==> src/rtl/pam_pkg.sv <==
// pam_pkg: shared types and default parameters for the PAM receive path.
// Holds the controller state encoding, the sample width and the default
// filter and decimation parameters.
package pam_pkg;

    typedef enum logic [1:0] {
        IDLE  = 2'd0,
        FILL  = 2'd1,
        RUN   = 2'd2,
        FLUSH = 2'd3
    } state_e;

    localparam int SAMPLE_W      = 8;
    localparam int N_DEF         = 64;
    localparam int FILT_LAT_DEF  = 2;
    localparam int SPS_DEF       = 16;
    localparam int SYM_PHASE_DEF = 8;

endpackage

==> src/rtl/sym_decim_cnt.sv <==
// sym_decim_cnt: symbol phase counter that wraps at SPS and strobes at SYM_PHASE.
// Ports:
//   clk, rst  - clock, asynchronous active-high reset
//   en_i      - advance the phase this clock
//   clr_i     - synchronous clear of the phase to 0 (wins over en_i)
//   strobe_o  - high in the clock whose edge takes a symbol (phase == SYM_PHASE)
module sym_decim_cnt #(
    parameter int SPS       = 16,
    parameter int SYM_PHASE = 8
) (
    input  logic clk,
    input  logic rst,
    input  logic en_i,
    input  logic clr_i,
    output logic strobe_o
);

    localparam int PW = (SPS > 1) ? $clog2(SPS) : 1;

    logic [PW-1:0] phase_q, phase_d;

    assign phase_d  = clr_i ? '0 :
                      !en_i ? phase_q :
                      (phase_q == PW'(SPS - 1)) ? '0 : phase_q + 1'b1;
    assign strobe_o = en_i && !clr_i && (phase_q == PW'(SYM_PHASE));

    always_ff @(posedge clk or posedge rst) begin
        if (rst) phase_q <= '0;
        else     phase_q <= phase_d;
    end

endmodule

==> src/rtl/mavg_filt_ctrl.sv <==
// mavg_filt_ctrl: sequencer for the moving-average filter in the PAM receive path.
// Ports:
//   clk, rst     - clock, asynchronous active-high reset
//   start, stop  - begin acquisition / end acquisition and flush the filter
//   in_valid     - source sample strobe, in_data - signed source sample
//   filt_in      - registered sample to the filter, filt_result - filter output
//   sym_valid    - one-cycle strobe with sym_data, the decimated filter output
//   busy         - state is FILL, RUN or FLUSH
//   done         - one-cycle pulse on FLUSH -> IDLE
//   underrun     - sticky, in_valid was low while feeding the filter
module mavg_filt_ctrl
    import pam_pkg::*;
#(
    parameter int N         = N_DEF,
    parameter int FILT_LAT  = FILT_LAT_DEF,
    parameter int SPS       = SPS_DEF,
    parameter int SYM_PHASE = SYM_PHASE_DEF
) (
    input  logic                clk,
    input  logic                rst,
    input  logic                start,
    input  logic                stop,
    input  logic                in_valid,
    input  logic [SAMPLE_W-1:0] in_data,
    output logic [SAMPLE_W-1:0] filt_in,
    input  logic [SAMPLE_W-1:0] filt_result,
    output logic                sym_valid,
    output logic [SAMPLE_W-1:0] sym_data,
    output logic                busy,
    output logic                done,
    output logic                underrun
);

    localparam int                CNT_W    = $clog2(N + FILT_LAT + 1);
    localparam logic [CNT_W-1:0]  CNT_LAST = CNT_W'(N + FILT_LAT - 1);

    state_e              state_q, state_d;
    logic [CNT_W-1:0]    cnt_q, cnt_d;
    logic [SAMPLE_W-1:0] filt_in_q, filt_in_d;
    logic [SAMPLE_W-1:0] sym_data_q, sym_data_d;
    logic                sym_valid_q, sym_valid_d;
    logic                done_q, done_d;
    logic                underrun_q, underrun_d;
    logic                busy_q;
    logic                sym_strobe;

    // Phase is held at 0 outside RUN, so RUN always starts at phase 0.
    sym_decim_cnt #(
        .SPS       (SPS),
        .SYM_PHASE (SYM_PHASE)
    ) u_decim (
        .clk      (clk),
        .rst      (rst),
        .en_i     (state_q == RUN),
        .clr_i    (state_q != RUN),
        .strobe_o (sym_strobe)
    );

    always_comb begin
        state_d     = state_q;
        cnt_d       = cnt_q;
        filt_in_d   = filt_in_q;
        sym_valid_d = 1'b0;
        sym_data_d  = sym_data_q;
        done_d      = 1'b0;
        underrun_d  = underrun_q;
        unique case (state_q)
            IDLE: begin
                filt_in_d = '0;
                if (start) begin
                    state_d    = FILL;
                    cnt_d      = '0;
                    underrun_d = 1'b0;
                end
            end
            FILL, RUN: begin
                if (in_valid) filt_in_d = in_data;
                else          underrun_d = 1'b1;
                // stop beats start and also beats a coincident symbol strobe;
                // zero feeding starts on this very edge.
                if (stop) begin
                    state_d   = FLUSH;
                    cnt_d     = '0;
                    filt_in_d = '0;
                end else if (state_q == FILL) begin
                    cnt_d = cnt_q + 1'b1;
                    if (cnt_q == CNT_LAST) state_d = RUN;
                end else begin
                    sym_valid_d = sym_strobe;
                    if (sym_strobe) sym_data_d = filt_result;
                end
            end
            FLUSH: begin
                filt_in_d = '0;
                cnt_d     = cnt_q + 1'b1;
                if (cnt_q == CNT_LAST) begin
                    state_d = IDLE;
                    done_d  = 1'b1;
                end
            end
            default: state_d = IDLE;
        endcase
    end

    always_ff @(posedge clk or posedge rst) begin
        if (rst) begin
            state_q     <= IDLE;
            cnt_q       <= '0;
            filt_in_q   <= '0;
            sym_valid_q <= 1'b0;
            sym_data_q  <= '0;
            done_q      <= 1'b0;
            underrun_q  <= 1'b0;
            busy_q      <= 1'b0;
        end else begin
            state_q     <= state_d;
            cnt_q       <= cnt_d;
            filt_in_q   <= filt_in_d;
            sym_valid_q <= sym_valid_d;
            sym_data_q  <= sym_data_d;
            done_q      <= done_d;
            underrun_q  <= underrun_d;
            busy_q      <= (state_d != IDLE);
        end
    end

    assign filt_in   = filt_in_q;
    assign sym_valid = sym_valid_q;
    assign sym_data  = sym_data_q;
    assign busy      = busy_q;
    assign done      = done_q;
    assign underrun  = underrun_q;

endmodule

==> config.mk <==
export PLATFORM = sky130hd
export DESIGN_NAME = mavg_filt_ctrl
export DESIGN_NICKNAME = d
export VERILOG_FILES = /design/src/rtl/pam_pkg.sv /design/src/rtl/sym_decim_cnt.sv /design/src/rtl/mavg_filt_ctrl.sv
export SDC_FILE = /design/constraint.sdc
export NUM_CORES = 1
export LEC_CHECK = 0
export CAP_MARGIN = 20
export CORE_ASPECT_RATIO = 0.7
export CORE_MARGIN = 1.5
export CORE_UTILIZATION = 43
export CTS_CLUSTER_SIZE = 40
export DETAILED_ROUTE_END_ITERATION = 6
export GPL_ROUTABILITY_DRIVEN = 0
export GPL_TIMING_DRIVEN = 1
export PLACE_DENSITY = 0.87
export RECOVER_POWER = 50
export SYNTH_ARGS = -nofsm -noshare
export SYNTH_HDL_FRONTEND = slang
export SYNTH_SLANG_ARGS = --single-unit
==> constraint.sdc <==
create_clock -name clk -period 2.1 [get_ports clk]
set_clock_uncertainty 0.15 [all_clocks]
set_input_delay 0.21 -clock clk [delete_from_list [all_inputs] [get_ports clk]]
set_output_delay 0.21 -clock clk [all_outputs]
set_load 0.05 [all_outputs]
==> impl_metrics.ini, run 1 <==
[timing]
setup_violations = 0
rsz0062_at_grt = false
max-slew-margin-rel_pct = 45.8
max_freq_ghz = 0.494
tightest_slew_ps = 813
post-route-min-period_ps = 2030
slew_viol_final = 0
fin_setup_tns_ps = 0
hold_viol = 0
min_period_over_period_pct = 96.5

[clock_tree]
htreeDepth = 2
cts.root.buffer_cell = clkbuf_8
clock-sinks = 33
tritoncts = yes
clockBufferDepth = 2
postCtsSetupBuffers = 0
worstSkewPairLatency_ps = 280
cts_inserted_buffers = 5
clkSlewWorstSetupHoldPaths_ps = 70
ctsHoldBuffers = 0

[finish]
synthToLayoutAreaGrowth_pct = 38.2
final_common_cell = clkdlybuf4s50_1
antennaDiodeCount = 0
drive_gt1_share_pct = 13.5
nets = 221
final_cell_mix = clkdlybuf4s50_1 (39), dfrtp_1 (33), nor2_1 (12)

[power]
ir_worst_vdd_mv = 0.275
p_leak_nw = 0.989
p_per_area_nw_per_um2 = 541
power.total_w = 0.00117

[global_routing]
grt_first_pass_wirelength_um = 5330
grt_usage_pct = 18.5
grt_pass1_vias = 1189
grt_max_degree = 34
antenna_found_initial = 0
gr-total-overflow = 0

[drt]
firstDrtPassIters = 4
wirelength_um = 3390
via_per_inst = 5.12
route.vias.total = 1239
routedWlPerCell_um = 14.0
drt-initial-drc-count = 39
drc = 0
antenna_left = 0

[die]
io_pins = 41
die_h_um = 53.5
initial_core_util_pct = 44.8
row_count = 18
die-area_um2 = 4010
core_area_um2 = 3490
fp.dieW_um = 75.1

[run]
maxCapViolations = 0

[synth]
synth-seq-cells = 33
syn_nets = 169
synth_area_per_cell_um2 = 11.3
synth.distinct_cells = 32
synthFlopType = dfrtp_1
synth_edf_count = 0
ys.warnings.count = 0
synthArstFlopShare_pct = 100
ys_seq_area_share_pct = 52.8
syn_inst = 139
syn_area_um2 = 1560

[placement]
dpl.hpwl_um = 2460
port_buffers = 40

[worst_setup_path]
path_cells = or4b_4 -> or4_1 -> nand4_1 -> or2_1
critPathCaptureType = flip-flop
cp_data_required_time_ps = 2170
cp.arrival_ps = 2100
cp_slowest_cell = or4b_4
worstSetupPathType = flip-flop to flip-flop
critical_path.startpoint_type = flip-flop
max_stage_delay_ps = 590
worstPathMaxFanout = 5

[outcome]
status = completed

[hold_path]
hold_path.class = flip-flop to flip-flop
## worst max-delay path: cells and delay by family (launching register included)
kind / cells / cell delay (ps)
flops: 1 / 420
simple gates: 4 / 1400
## power breakdown
group | switching, W | internal, W | total [W]
clock network | 0.000240 | 0.000229 | 0.000469
logic | 0.0000260 | 0.0000394 | 0.0000653
registers | 0 | 0.000635 | 0.000635
total | 0.000266 | 0.000903 | 0.00117
## path summary, 6_finish.rpt
kind | slack [ps] | end | cells past startpoint | start
worst max-delay path | 70 | busy$_DFF_PP0_ | 4 | cnt_q[2]$_DFFE_PP0P_
worst min-delay path | 350 | sym_data[3]$_DFFE_PP0P_ | 1 | sym_data[3]$_DFFE_PP0P_
worst max register to register | 70 | busy$_DFF_PP0_ | 4 | cnt_q[2]$_DFFE_PP0P_
worst min register to register | 350 | sym_data[3]$_DFFE_PP0P_ | 1 | sym_data[3]$_DFFE_PP0P_
max in group asynchronous | 830 | sym_valid$_DFF_PP0_ | 3 | rst
min in group asynchronous | 460 | sym_data[7]$_DFFE_PP0P_ | 3 | rst
## synth_stat cells (all sizes together) (2+ instances only)
cell     instances  area (um2)
nor2b            2        12.5
o21ai            7        35.0
mux2             8        90.1
nand3            3        15.0
a21oi            5        25.0
dfrtp           33         826
nor3             2        15.0
nand4            2        12.5
mux2i            8        80.1
and3             3        18.8
ha               9         113
inv             11        41.3
o2111ai          2        17.5
clkbuf           2        7.51
o2bb2ai          4        35.0
nor2            12        45.0
nand2b           6        37.5
nand2            6        22.5
or4              2        15.0
## logic make-up after synthesis
kind of cell	synth area share [%]
adders and majority gates	7.20
buffers and inverters	3.12
xor gates and xnor gates	0.560
muxes	10.9
DFF	52.8
and+or+nand+nor	14.5
AOI/OAI and AO/OA	11.0
## flip-flops by register name, summed over array words and instances, names as in the netlist
name,flops
state_q,2
done,1
cnt_q,7
underrun,1
sym_valid,1
busy,1
filt_in,8
sym_data,8
u_decim.phase_q,4
## what timing repair did
| action | CTS | global route |
|---|---|---|
| endpoints found under the setup margin | 0 | 6 |
| resized for setup | 0 | 1 |
| hold endpoints to repair | 0 | 0 |
## layer usage
layer / wire (um) / global-route usage, % / vias to the layer above / share of wire (%)
li1: - / - / 596 / -
met1: 1620 / 24.0 / 595 / 48
met2: 1450 / 28.2 / 44 / 43
met3: 287 / 5.90 / 4 / 8.5
met4: 37 / 8.18 / 0 / 1.1
met5: 0 / 0 / - / 0
## per-stage QoR
stage	util (%)	instance area, um2	setup WS [ps]	hold slack [ps]	cells
floorplan	-	1560	63.5	189	139
global placement	59.4	2070	148	330	234
detailed placement	59.4	2070	10.2	337	234
CTS	61.8	2160	33.8	185	242
global route	61.9	2160	20.9	365	242
finish	61.9	2160	74.0	354	242
## final cells by class
type / instances / area (um2)
Clock inverter: 3 / 17.5
Multi-Input combinational cell: 93 / 696
Tap cell: 50 / 62.6
Timing Repair Buffer: 47 / 450
Fill cell: 283 / 1330
Clock buffer: 5 / 68.8
Inverter: 11 / 41.3
Sequential cell: 33 / 826
Power figures use the tool's default switching activity.
==> run 2, diff against run 1 <==
- GPL_ROUTABILITY_DRIVEN: 0 -> 1
==> results of run 2 <==
Same layout as run 1: the final DEF is identical, and so are final timing and power.
